===== config.mk =====
export PLATFORM = sky130hd
export DESIGN_NAME = hazard_unit
export DESIGN_NICKNAME = d
export VERILOG_FILES = /design/src/rtl/hazard_unit.sv
export SDC_FILE = /design/constraint.sdc
export NUM_CORES = 1
export LEC_CHECK = 0
export BUFFER_PORTS_ARGS = -buffer_cell sky130_fd_sc_hd__buf_2
export CAP_MARGIN = 20
export CORE_MARGIN = 4
export CORE_UTILIZATION = 30
export CTS_BUF_LIST = sky130_fd_sc_hd__clkbuf_16
export DETAILED_ROUTE_END_ITERATION = 8
export PLACE_DENSITY = 0.55
export SKIP_CTS_REPAIR_TIMING = 1
export SYNTH_ARGS = -nofsm -noshare
export SYNTH_HDL_FRONTEND = slang
export SYNTH_SLANG_ARGS = --single-unit
export TNS_END_PERCENT = 100

===== constraint.sdc =====
create_clock -name clk -period 2.58 [get_ports clk]
set_clock_uncertainty 0.2 [all_clocks]
set_input_delay 0.516 -clock clk [delete_from_list [all_inputs] [get_ports clk]]
set_output_delay 0.516 -clock clk [all_outputs]
set_load 0.005 [all_outputs]

===== src/rtl/hazard_unit.sv =====
// rtl/hazard_unit.sv - five-stage pipeline hazard controller with mult/div busy counter
module hazard_unit #(
  parameter int MULT_CYCLES = 5,
  parameter int DIV_CYCLES  = 10,
  parameter int CNT_W       = 5
) (
  input  logic       clk,
  input  logic       reset,
  input  logic [4:0] RsD,
  input  logic [4:0] RtD,
  input  logic       BranchD,
  input  logic       MDUseD,
  input  logic [4:0] RsE,
  input  logic [4:0] RtE,
  input  logic [4:0] WriteRegE,
  input  logic       RegWriteE,
  input  logic       MemtoRegE,
  input  logic       MDStartE,
  input  logic       MDTypeE,
  input  logic [4:0] WriteRegM,
  input  logic       RegWriteM,
  input  logic       MemtoRegM,
  input  logic [4:0] WriteRegW,
  input  logic       RegWriteW,
  output logic [1:0] ForwardA_E,
  output logic [1:0] ForwardB_E,
  output logic       ForwardA_D,
  output logic       ForwardB_D,
  output logic       StallF,
  output logic       StallD,
  output logic       FlushE,
  output logic       MDBusy
);

  localparam logic [CNT_W-1:0] MULT_LOAD = CNT_W'(MULT_CYCLES);
  localparam logic [CNT_W-1:0] DIV_LOAD  = CNT_W'(DIV_CYCLES);
  localparam logic [CNT_W-1:0] CNT_ONE   = CNT_W'(1);

  localparam logic [1:0] FWD_REG = 2'b00;
  localparam logic [1:0] FWD_W   = 2'b01;
  localparam logic [1:0] FWD_M   = 2'b10;

  typedef enum logic {
    IDLE = 1'b0,
    BUSY = 1'b1
  } state_t;

  state_t           state;
  logic [CNT_W-1:0] count;

  logic lwstall;
  logic brstall;
  logic mdstall;
  logic stall;

  // A write to $0 is discarded, so it can never be a hazard source.
  function automatic logic reg_match(input logic en, input logic [4:0] dst, input logic [4:0] src);
    return en && (dst != 5'd0) && (dst == src);
  endfunction

  // ALU operand forwarding: the younger producer in M wins over W.
  always_comb begin
    ForwardA_E = FWD_REG;
    ForwardB_E = FWD_REG;
    if (reg_match(RegWriteM, WriteRegM, RsE))
      ForwardA_E = FWD_M;
    else if (reg_match(RegWriteW, WriteRegW, RsE))
      ForwardA_E = FWD_W;
    if (reg_match(RegWriteM, WriteRegM, RtE))
      ForwardB_E = FWD_M;
    else if (reg_match(RegWriteW, WriteRegW, RtE))
      ForwardB_E = FWD_W;
  end

  // Branch comparator in D can only take the ALU result sitting in M.
  always_comb begin
    ForwardA_D = reg_match(RegWriteM, WriteRegM, RsD);
    ForwardB_D = reg_match(RegWriteM, WriteRegM, RtD);
  end

  // Stall sources: load-use, branch operand not yet available, mult/div in flight.
  always_comb begin
    lwstall = reg_match(MemtoRegE, WriteRegE, RsD) ||
              reg_match(MemtoRegE, WriteRegE, RtD);
    brstall = BranchD &&
              (reg_match(RegWriteE, WriteRegE, RsD) ||
               reg_match(RegWriteE, WriteRegE, RtD) ||
               reg_match(MemtoRegM, WriteRegM, RsD) ||
               reg_match(MemtoRegM, WriteRegM, RtD));
    mdstall = MDUseD && (MDBusy || MDStartE);
    stall   = lwstall || brstall || mdstall;
    StallF  = stall;
    StallD  = stall;
    FlushE  = stall;
  end

  // Mult/div busy counter: loaded on a start from idle, counts down to zero; restarts while busy are ignored.
  always_ff @(posedge clk or negedge reset) begin
    if (!reset) begin
      state <= IDLE;
      count <= '0;
    end else begin
      case (state)
        IDLE: begin
          if (MDStartE) begin
            count <= MDTypeE ? DIV_LOAD : MULT_LOAD;
            state <= BUSY;
          end
        end
        BUSY: begin
          count <= count - CNT_ONE;
          if (count == CNT_ONE)
            state <= IDLE;
        end
        default: begin
          state <= IDLE;
          count <= '0;
        end
      endcase
    end
  end

  // Busy is exactly "counter not yet drained".
  always_comb begin
    MDBusy = (count != '0);
  end

endmodule


=== Word level (Yosys, flattened, before mapping) ===
Cells that the tools add are included.

* Bitwise operators: 1
* Add/sub/neg operators: 1
* Muxes and demuxes: 10
* Reductions and logical operators: 30
* Equal/unequal tests: 10

{| class="wikitable"
|+ Operators by type and width
! kind !! number
|-
| $eq A5 B5 Y1 || 8
|-
| $reduce_bool A5 Y1 || 4
|-
| $logic_and A1 B1 Y1 || 19
|-
| $pmux W5 S2 || 1
|-
| $logic_or A1 B1 Y1 || 7
|-
| $eq A5 B1 Y1 const B || 1
|-
| $mux W5 || 1
|-
| $sub A5 B1 Y5 const B || 1
|-
| $mux W1 || 4
|-
| $mux W2 || 2
|-
| $mux W4 || 1
|-
| $ne A2 B2 Y1 const B || 1
|-
| $pmux W1 S2 || 1
|-
| $not A1 Y1 || 1
|}

* Input port bits: 46
* Output and inout bits: 10
* Logic and storage cells: 54
* Register bits after elaboration: 6

=== Longest topological paths before layout ===
* Depth after elaboration: 9
* Gate-level depth with buffers: 7
* Depth with buffers taken out: 5

=== Worst setup path after synthesis ===
No wires, ideal clock.

* Path kind: input port to output port
* Start: input RsD[4]
* End: output StallD
* Path slack: 0.147 ns
* Required time: 1.864 ns
* Path buffers: 1
* Stages: 6
* Arrival time: 1.717 ns
* Path through: xnor2_1 nand3_1 nor3_1 a31oi_1 o311ai_0 buf_4

* Longest elaborated chain between the ends: 8
* Elaborated cells between the ends (all ways): 12
* Classes of those cells: eq/ne (2); reduce/logical (10)

{| class="wikitable"
|+ RTL lines
! element !! RTL line !! source
|-
| start: declaration || 9 || <nowiki>input logic [4:0] RsD,</nowiki>
|-
| $eq A5 B5 Y1 || 58 || <nowiki>return en && (dst != 5'd0) && (dst == src);</nowiki>
|-
| $logic_and A1 B1 Y1 || 58 ||
|-
| $logic_or A1 B1 Y1 || 86 || <nowiki>(reg_match(RegWriteE, WriteRegE, RsD) ||</nowiki>
|-
| $logic_or A1 B1 Y1 || 87 || <nowiki>reg_match(RegWriteE, WriteRegE, RtD) ||</nowiki>
|-
| $logic_or A1 B1 Y1 || 88 || <nowiki>reg_match(MemtoRegM, WriteRegM, RsD) ||</nowiki>
|-
| $logic_and A1 B1 Y1 || 85 || <nowiki>brstall = BranchD &&</nowiki>
|-
| $logic_or A1 B1 Y1 * (2 in a row) || 91 || <nowiki>stall = lwstall || brstall || mdstall;</nowiki>
|-
| end: declaration || 30 || <nowiki>output logic StallD,</nowiki>
|}

Mark *: on every way between the ends. The rest lies on a longest branch, timed or not.

=== Final worst setup path ===
* Start: input WriteRegM[3]
* End: output ForwardA_E[0]

* Longest elaborated chain between the ends: 4
* Elaborated cells between the ends (all ways): 5
* Classes of those cells: eq/ne (1); mux (1); reduce/logical (3)

{| class="wikitable"
|+ RTL lines
! element !! RTL line !! source
|-
| start: declaration || 20 || <nowiki>input logic [4:0] WriteRegM,</nowiki>
|-
| $reduce_bool A5 Y1 || 58 ||
|-
| $logic_and A1 B1 Y1 || 58 ||
|-
| $logic_and A1 B1 Y1 * || 58 ||
|-
| $mux W2 * || 65 || <nowiki>if (reg_match(RegWriteM, WriteRegM, RsE))</nowiki>
|-
| end: declaration || 25 || <nowiki>output logic [1:0] ForwardA_E,</nowiki>
|}

Marks and branches as above.

==> results by group <==
Run status
  • Outcome: finished clean

Synth
  • Mapped Cells: ~120
  • Sequential cell area fraction in the yosys report: 0.163
  • Synth warn: 0
  • Seq cells post-synth: 6
  • Synth Cell Area: 920 sq um
  • Synth cell types: 27
  • Synthesized net count: 164
  • Syn Area/Cell: 8.00 sq um

Power and ir drop
  • Leakage: ~0.60 nW
  • P per Cell Area: a little under 600 nW/um^2
  • Worst-case vdd ir drop: approximately 240 uV
  • Tot Pwr: 758 uW

Global routing
  • Initial antenna violation count: 0
  • Remaining global-route overflow: 0
  • Overall global routing resource usage: 0.126
  • First-pass GRT wire length: a little over 4000 um
  • Number of global-route vias before repair: 1030
  • Largest net degree at the start of global routing: 9

Floorplan
  • Row count: 19
  • CORE AREA: 2850 sq um
  • Die W: 63.4 um
  • DIE AREA: between 4000 and 5000 sq um
  • Initial Utilization: 0.322
  • # IOs: 56
  • Die H: 63.4 um

Setup path
  • Reg2Reg Capture Point: count[3]
  • Slowest CP cell: nor4_2
  • Worst path max stage delay: between 0.2 and 0.3 ns
  • Crit. End Element: primary output
  • Crit path DAT: 1.69 ns
  • Startpoint types: input pin
  • Crit-path max FO: 5
  • R2R cell count: 4
  • CP cell instances: buf_2 -> nor3_1 -> nand2_1 -> nand2_1 -> nor4_1 -> buf_4 -> nor4_2 -> buf_2
  • R2r startpoint: count[2]
  • CP required: 1.86 ns
  • R2r setup slk: 1.07 ns
  • WS Path Type: input pin to primary output

Worst hold path
  • Worst Hold Launch: count[4]
  • Hold EP: count[4]
  • Hold Path Stages: 2
  • HP Class: flip-flop to flip-flop

Clock tree
  • # clock sinks: 6
  • CTS tree: done
  • TritonCTS Buffers: 3
  • Skew-Pair Late Insertion Delay: 0.23 ns
  • CTS Root Cell: clkbuf_16
  • Total number of H-tree levels: 1
  • Max clock buf depth: 2
  • Clock slew at reported path FFs: 0.03 ns

STA
  • # setup viols final: 0
  • Hold Vio Cnt, Final: 0
  • Slew Limit Fails: 0
  • Post-layout min period: 2.41 ns
  • Final cycle utilization of the critical path: 0.933
  • Unrepaired setup endpoints after global routing: false
  • Max frequency: 0.416 GHz
  • Worst-margin pin slew: 0.428 ns
  • Setup TNS: 0 ns
  • Slew headroom: 0.712

Final layout
  • # fillers: 291
  • Fin cells: 199
  • Area growth, synth to finish: 39.2%
  • Share of post-route cells with drive strength above 1: 0.375
  • Final Util: 0.449
  • Antenna cell count: 0
  • Most frequent cells in the layout: 55 x buf_2, 23 x xor2_1, 17 x xnor2_1
  • Nets: approximately 220
  • Most common cell after layout, fill and taps aside: buf_2

Drt
  • Starting DRT DRC Count: 26
  • First-pass DRT Iterations: 4
  • Detailed-route wire length: 2540 um
  • Routed vias/inst: slightly below 5
  • DRC: 0
  • WL/cell: 12.7 um
  • Post-route ant nets: 0
  • Vias: 974

Placement
  • Port bufs: 55
  • Global placer's final weighted congestion: 0.821
  • Hpwl dp: 2230 um
  • Cells after DPL: around 200

Job
  • Max-cap viol count: 0
[worst max path at each step]
| stage | from | to | cells after the start |
|---|---|---|---|
| global route | RsD[0] | FlushE | 7 |
| finish | WriteRegM[3] | ForwardA_E[0] | 8 |
| floorplan | RsD[4] | StallD | 6 |
| detailed placement | RsD[0] | StallF | 7 |
| CTS | RsD[0] | StallF | 7 |
| global placement | RsD[2] | FlushE | 7 |
[cells by family (layout without fill, tap and decap cells)]
group | Yosys count | after routing | share of synthesized area
flops | 6 | 6 | 0.163
simple gates | 39 | 39 | 0.235
buf+inv | 11 | 64 | 0.0707
compound gates | 16 | 16 | 0.109
xor+xnor | 40 | 40 | 0.381
fa+ha+maj | 3 | 3 | 0.0408
[final cells by class]
| class | instances | area (sq um) | area share |
|---|---|---|---|
| Clock buffer | 3 | 75.1 | 0.0587 |
| Inverter | 3 | 11.3 | 0.00880 |
| Multi-Input combinational cell | 98 | 704 | 0.550 |
| Sequential cell | 6 | 150 | 0.117 |
| Tap cell | 31 | 38.8 | 0.0303 |
| Timing Repair Buffer | 58 | 300 | 0.235 |
[routing by layer]
metal | vias to the layer above | wire length [um] | track usage
met5 | - | 0 | 0
met4 | 0 | 25 | 0.0485
met3 | 2 | 215 | 0.0391
met2 | 37 | 1260 | 0.232
met1 | 434 | 1030 | 0.133
li1 | 501 | - | -
[where the power goes]
group / total, mW / switching, mW / leakage, nW / internal, mW
combinational: 0.314 / 0.158 / 0.495 / 0.157
clock: 0.255 / 0.0556 / 0.0370 / 0.199
sequential: 0.189 / 0.0476 / 0.0687 / 0.142
total: 0.758 / 0.261 / 0.601 / 0.497
[sequential cells by signal, summed over array words and instances, names as in the netlist]
name   count
count      5
state      1
[per-stage QoR]
step                instance area [sq um]  hold WS, ns  setup WS (ns)
floorplan                             920       0.0204          0.147
global placement                     1190        0.150          0.118
detailed placement                   1190        0.152         0.0595
CTS                                  1270      -0.0903         0.0557
global route                         1280        0.345         0.0414
finish                               1280        0.293          0.173
[Yosys cell counts]
cell	number	area [sq um]
nand2_1	5	18.8
a21oi_1	5	25.0
nor2b_1	2	12.5
o311ai_0	2	17.5
or4_1	4	30.0
nand3_1	8	40.0
nor2_1	6	22.5
a31o_2	1	8.76
nand2b_1	2	12.5
o21ai_1	1	5.00
buf_4	6	45.0
o2111ai_1	1	8.76
nor3_1	6	30.0
ha_1	3	37.5
nor4_2	2	25.0
a31oi_1	2	12.5
xnor2_1	17	149
xor2_1	23	201
buf_2	1	5.00
and3_1	1	6.26
clkbuf_1	1	3.75
o21bai_1	1	7.51
nor4_1	2	12.5
or3_1	1	6.26
dfrtp_1	6	150
o21ai_0	3	15.0
inv_1	3	11.3
[critical path, delay by kind of cell]
kind,cells,cell delay (ns)
buffers and inverters,3,0.43
AND/OR/NAND/NOR,5,0.74
No activity file was read; power rests on OpenSTA's default activity.
